$ cat config.mk
export PLATFORM = sky130hd
export DESIGN_NAME = alu_operand_loader_flat
export DESIGN_NICKNAME = d
export VERILOG_FILES = /design/src/rtl/alu_operand_loader_if.sv /design/src/rtl/alu_operand_loader.sv /design/src/flat_wrapper.sv
export SDC_FILE = /design/constraint.sdc
export NUM_CORES = 1
export LEC_CHECK = 0
export ABC_AREA = 1
export BUFFER_PORTS_ARGS = -buffer_cell sky130_fd_sc_hd__clkbuf_2
export CAP_MARGIN = 40
export CORE_MARGIN = 2
export CORE_UTILIZATION = 50
export DETAILED_ROUTE_END_ITERATION = 12
export GPL_ROUTABILITY_DRIVEN = 0
export PLACE_DENSITY = 0.72
export RECOVER_POWER = 25
export SYNTH_ARGS = -nofsm -noshare
export SYNTH_HDL_FRONTEND = slang
export SYNTH_SLANG_ARGS = --single-unit
export TNS_END_PERCENT = 50
$ cat constraint.sdc
create_clock -name CLK -period 2.1 [get_ports CLK]
set_clock_uncertainty 0.15 [all_clocks]
set_input_delay 0.105 -clock CLK [delete_from_list [all_inputs] [get_ports CLK]]
set_output_delay 0.105 -clock CLK [all_outputs]
set_load 0.05 [all_outputs]
$ cat src/rtl/alu_operand_loader_if.sv
// alu_operand_loader_if: switch/button inputs and registered operand outputs of the operand loader
interface alu_operand_loader_if #(
    parameter int N_BITS = 8,
    parameter int NB_OP  = 6
);
    logic [N_BITS-1:0] SW;
    logic              BTN_A;
    logic              BTN_B;
    logic              BTN_OP;
    logic [N_BITS-1:0] A;
    logic [N_BITS-1:0] B;
    logic [NB_OP-1:0]  OP;
    logic              VALID;
    logic [1:0]        STATE;
    modport master (output SW, BTN_A, BTN_B, BTN_OP, input A, B, OP, VALID, STATE);
    modport slave  (input SW, BTN_A, BTN_B, BTN_OP, output A, B, OP, VALID, STATE);
endinterface

$ cat src/rtl/alu_operand_loader.sv
// alu_operand_loader: debounced pushbutton capture of operands A, B and opcode in enforced order
module alu_operand_loader #(
    parameter int N_BITS          = 8,
    parameter int NB_OP           = 6,
    parameter int DEBOUNCE_CYCLES = 1000000
) (
    input  logic                 CLK,
    input  logic                 RST_N,
    alu_operand_loader_if.slave  bus
);
    localparam int CW = $clog2(DEBOUNCE_CYCLES);
    typedef enum logic [1:0] {S_WAIT_A, S_WAIT_B, S_WAIT_OP, S_READY} state_t;
    state_t            state_q, state_d;
    logic [2:0]        btn, s1_q, s2_q, deb_q, deb_d, deb_prev_q, press_q, press_d;
    logic [CW-1:0]     cnt_q [3];
    logic [CW-1:0]     cnt_d [3];
    logic [N_BITS-1:0] a_q, a_d, b_q, b_d;
    logic [NB_OP-1:0]  op_q, op_d;
    logic              valid_q, valid_d;
    assign btn = {bus.BTN_OP, bus.BTN_B, bus.BTN_A};
    // Bit 0 = A, 1 = B, 2 = OP for every per-button vector
    always_comb begin
        for (int i = 0; i < 3; i++) begin
            deb_d[i] = deb_q[i];
            cnt_d[i] = '0;
            if (s2_q[i] != deb_q[i]) begin
                if (cnt_q[i] == CW'(DEBOUNCE_CYCLES - 1))
                    deb_d[i] = s2_q[i];
                else
                    cnt_d[i] = cnt_q[i] + 1'b1;
            end
        end
        press_d = deb_q & ~deb_prev_q;
    end
    always_comb begin
        state_d = state_q;
        a_d     = a_q;
        b_d     = b_q;
        op_d    = op_q;
        case (state_q)
            S_WAIT_A: if (press_q[0]) begin
                a_d     = bus.SW;
                state_d = S_WAIT_B;
            end
            S_WAIT_B: if (press_q[1]) begin
                b_d     = bus.SW;
                state_d = S_WAIT_OP;
            end
            S_WAIT_OP: if (press_q[2]) begin
                op_d    = bus.SW[NB_OP-1:0];
                state_d = S_READY;
            end
            default: begin
                // A restarts the sequence; B/OP reload in place, lower priority dropped
                if (press_q[0]) begin
                    a_d     = bus.SW;
                    state_d = S_WAIT_B;
                end else if (press_q[1]) begin
                    b_d = bus.SW;
                end else if (press_q[2]) begin
                    op_d = bus.SW[NB_OP-1:0];
                end
            end
        endcase
        valid_d = (state_d == S_READY);
    end
    always_ff @(posedge CLK) begin
        if (!RST_N) begin
            s1_q       <= '0;
            s2_q       <= '0;
            deb_q      <= '0;
            deb_prev_q <= '0;
            press_q    <= '0;
            for (int i = 0; i < 3; i++) cnt_q[i] <= '0;
            state_q    <= S_WAIT_A;
            a_q        <= '0;
            b_q        <= '0;
            op_q       <= '0;
            valid_q    <= 1'b0;
        end else begin
            s1_q       <= btn;
            s2_q       <= s1_q;
            deb_q      <= deb_d;
            deb_prev_q <= deb_q;
            press_q    <= press_d;
            for (int i = 0; i < 3; i++) cnt_q[i] <= cnt_d[i];
            state_q    <= state_d;
            a_q        <= a_d;
            b_q        <= b_d;
            op_q       <= op_d;
            valid_q    <= valid_d;
        end
    end
    assign bus.A     = a_q;
    assign bus.B     = b_q;
    assign bus.OP    = op_q;
    assign bus.VALID = valid_q;
    assign bus.STATE = state_q;
endmodule
$ cat src/flat_wrapper.sv
// flat-port wrapper written by rule: the top's interface ports become plain ports
module alu_operand_loader_flat 
#(
    parameter int N_BITS          = 8,
    parameter int NB_OP           = 6,
    parameter int DEBOUNCE_CYCLES = 1000000
)
  (CLK, RST_N, bus_SW, bus_BTN_A, bus_BTN_B, bus_BTN_OP, bus_A, bus_B, bus_OP, bus_VALID, bus_STATE);
  alu_operand_loader_if #(.N_BITS(N_BITS), .NB_OP(NB_OP)) bus_i ();
  input  logic CLK;
  input  logic RST_N;
  input wire logic [$bits(bus_i.SW)-1:0] bus_SW;
  input wire logic [$bits(bus_i.BTN_A)-1:0] bus_BTN_A;
  input wire logic [$bits(bus_i.BTN_B)-1:0] bus_BTN_B;
  input wire logic [$bits(bus_i.BTN_OP)-1:0] bus_BTN_OP;
  output wire logic [$bits(bus_i.A)-1:0] bus_A;
  output wire logic [$bits(bus_i.B)-1:0] bus_B;
  output wire logic [$bits(bus_i.OP)-1:0] bus_OP;
  output wire logic [$bits(bus_i.VALID)-1:0] bus_VALID;
  output wire logic [$bits(bus_i.STATE)-1:0] bus_STATE;
  assign bus_i.SW = bus_SW;
  assign bus_i.BTN_A = bus_BTN_A;
  assign bus_i.BTN_B = bus_BTN_B;
  assign bus_i.BTN_OP = bus_BTN_OP;
  assign bus_A = bus_i.A;
  assign bus_B = bus_i.B;
  assign bus_OP = bus_i.OP;
  assign bus_VALID = bus_i.VALID;
  assign bus_STATE = bus_i.STATE;
  alu_operand_loader #(.N_BITS(N_BITS), .NB_OP(NB_OP), .DEBOUNCE_CYCLES(DEBOUNCE_CYCLES)) u_core (.CLK(CLK), .RST_N(RST_N), .bus(bus_i));
endmodule
==> results.py <==
metrics = {
    "final_layout": {
        "drive_gt1_frac": 0.0777,
        "area_growth_pct": 13.1,
        "final_cell_area_mm2": 0.00512,
        "fillerInstances": 853,
        "stdcell_count": 803,
        "fin_nets": 710,
        "fin_util": 0.584,
        "regArea_mm2": 0.00200,
        "multiInputGateArea_mm2": 0.00218,
        "antenna_cells_inserted": 0,
    },
    "die": {
        "pin_count": 38,
        "die-height_um": 99.1,
        "floorplan.initialDensity": 0.516,
        "dieArea_mm2": 0.00983,
        "coreArea_mm2": 0.00876,
        "row_count": 34,
        "die_x_um": 99.1,
    },
    "synth": {
        "yosysMostFrequentCell": "nor2_1",
        "synth_edf_count": 0,
        "ys_ff_latch": 100,
        "synth_largest_area_cell": "dfxtp_1",
        "syn-cell-area_mm2": 0.00452,
        "ys_async_sr_fraction": 0,
        "synth_ff_type": "dfxtp_1",
        "synth.avg_cell_area_um2": 7.14,
        "synth_area_leaders": "dfxtp_1, nor2_1, nand2_1",
        "ys_top_cells_by_count": "nor2_1, nand2_1, dfxtp_1",
        "synth_fp_nets": 654,
        "synth_cell_types": 30,
        "synth-seq-area-share": 0.442,
        "yosys_warnings": 0,
        "synthCells": 634,
        "post-synth-top-area-fraction": 0.442,
    },
    "flow_run": {
        "maxCapViolCount": 0,
    },
    "setup_path": {
        "worst_setup_path_start_kind": "register",
        "worstPathMaxFanout": 20,
        "rr_startpoint": "u_core.cnt_q[0][0]",
        "slowest_delay_ns": 0.39,
        "critical_path_class": "reg2reg",
        "rr_worst_depth": 6,
        "path_cells": "ha_1 -> nand3_2 -> nor2_1 -> nand3_1 -> nand2_2 -> nor2_1",
        "cp_slowest_cell": "dfxtp_1",
        "crit_family": "simple AND/OR/NAND/NOR gates",
        "cp.required_ns": 2.19,
        "rrSetupSlack_ns": 0.24,
        "worst-path-buf-inv": 0,
        "cp-end-kind": "register",
        "reg2reg_to": "u_core.cnt_q[0][4]",
        "cp.arrival_ns": 1.95,
        "cp_common_cell": "nor2_1",
    },
    "power_and_ir_drop": {
        "ir_drop_uv": 406,
        "fin_total_pwr_mw": 3.28,
        "p_leak_nw": 1.82,
        "p_per_area_mw_per_mm2": 641,
    },
    "sta": {
        "worstMarginPinSlew_ns": 0.619,
        "rsz0062_at_grt": "no",
        "min_period_ns": 1.86,
        "hold_ws_ns": 0.235,
        "worst_slack_ns": 0.244,
        "tns_ns": 0,
        "maxSlewViolCount": 0,
        "hold_viol": 0,
        "setup_violations": 0,
        "fmax_mhz": 539,
        "finalCritPeriodShare": 0.884,
        "slew_headroom": 0.589,
    },
    "worst_hold_path": {
        "hp-start": "u_core.deb_prev_q[2]",
        "min_to": "u_core.press_q[2]",
        "holdPathStages": 1,
        "worstHoldPathType": "reg2reg",
    },
    "routing": {
        "drt-vias-per-instance": 4.88,
        "drt_iter0_markers": 134,
        "drtAntennaViolNets": 0,
        "wl_per_cell_um": 11.1,
        "wirelength_um": 8880,
        "vias": 3922,
        "drt_drc_violations_left": 0,
        "dr.pass1.iters": 5,
    },
    "clocking": {
        "path_clk_slew_ns": 0.10,
        "numCtsBuffers": 9,
        "cts_resized": 0,
        "clk_latency_ns": 0.36,
        "post_cts_buffers": 0,
        "htreeDepth": 3,
        "tritoncts": "yes",
        "cts_sinks": 100,
        "clock_path_buffers": 2,
        "cts_hold_buf": 15,
        "cts-root-buf": "clkbuf_8",
    },
    "placement": {
        "post_dp_cell_area_mm2": 0.00479,
        "preCtsSetupSlack_ns": 0.289,
        "dp_hpwl_um": 6390,
        "dp.cells": 772,
        "portBuffers": 37,
    },
    "grt": {
        "grt_antenna_before_repair": 0,
        "grt_pass1_vias": 3639,
        "grt_pass1_wl_um": 15600,
        "overflow": 0,
        "grt_max_degree": 24,
        "track_usage": 0.189,
    },
    "run_status": {
        "status": "finished clean",
    },
}
## sequential cells by signal, indices dropped and copies added, names as in the netlist
| register | flops |
|---|---|
| u_core.deb_q | 3 |
| u_core.deb_prev_q | 3 |
| u_core.bus.B | 8 |
| u_core.cnt_q | 60 |
| u_core.bus.A | 8 |
| u_core.bus.OP | 6 |
| u_core.s1_q | 3 |
| u_core.bus.STATE | 2 |
| u_core.s2_q | 3 |
| u_core.bus.VALID | 1 |
| u_core.press_q | 3 |
## placed cells by master, fill, tap and decap left out
master / n
nor2_1: 148
nand2_1: 128
dfxtp_1: 100
inv_1: 72
nand3_1: 32
a21oi_1: 31
o21ai_0: 30
clkbuf_1: 23
xor2_1: 16
dlygate4sd3_1: 15
clkbuf_2: 15
xnor2_1: 13
clkbuf_8: 9
nand4_1: 8
nor2_2: 7
ha_1: 7
nand3_2: 6
or2_0: 6
o21bai_1: 4
nand2_4: 2
nand3b_1: 2
or2_2: 2
nor3_1: 2
nand2_2: 2
inv_6: 2
inv_2: 1
a21oi_2: 1
a22oi_1: 1
o31ai_1: 1
a31oi_1: 1
o21ai_2: 1
and2_1: 1
clkinvlp_4: 1
inv_8: 1
bufinv_16: 1
clkinv_2: 1
clkinv_4: 1
buf_4: 1
## power breakdown
part / switching, mW / internal (mW)
combinational: 0.0619 / 0.0439
sequential: 0.00665 / 1.90
clock: 0.697 / 0.568
total: 0.766 / 2.52
## metal layers
metal / share of wire / GRT usage / vias to the layer above
met1: 0.48 / 0.247 / 1769
met3: 0.033 / 0.0415 / 10
li1: - / - / 2086
met5: 0 / 0 / -
met2: 0.47 / 0.313 / 57
met4: 0.013 / 0.0622 / 0
## area by class of cell
class / count / share of cell area
flip-flops and latches: 100 / 0.391
clock inverters: 7 / 0.0157
repair buffers: 54 / 0.0624
multi-input cells: 452 / 0.427
clock buffers: 9 / 0.0242
well taps: 108 / 0.0264
inverters: 73 / 0.0536
## worst max-delay path by stage
stage | startpoint | to | slack [ns] | cells after the start
finish | u_core.cnt_q[0][0] | u_core.cnt_q[0][4] | 0.24 | 6
floorplan | u_core.bus.STATE[0] | u_core.bus.A[0] | 0.05 | 6
global placement | u_core.cnt_q[0][0] | u_core.cnt_q[0][17] | 0.35 | 6
global route | u_core.cnt_q[0][0] | u_core.cnt_q[0][4] | 0.06 | 6
detailed placement | u_core.cnt_q[0][0] | u_core.cnt_q[0][8] | 0.29 | 6
CTS | u_core.cnt_q[0][0] | u_core.cnt_q[0][8] | 0.27 | 6
## logic make-up after synthesis
| family | share of synthesized area |
|---|---|
| simple gates | 0.324 |
| fa+ha+maj | 0.0194 |
| compound gates | 0.0827 |
| buf+inv | 0.0752 |
| xor+xnor | 0.0561 |
| flops | 0.442 |
(Power assumes the default switching activity.)
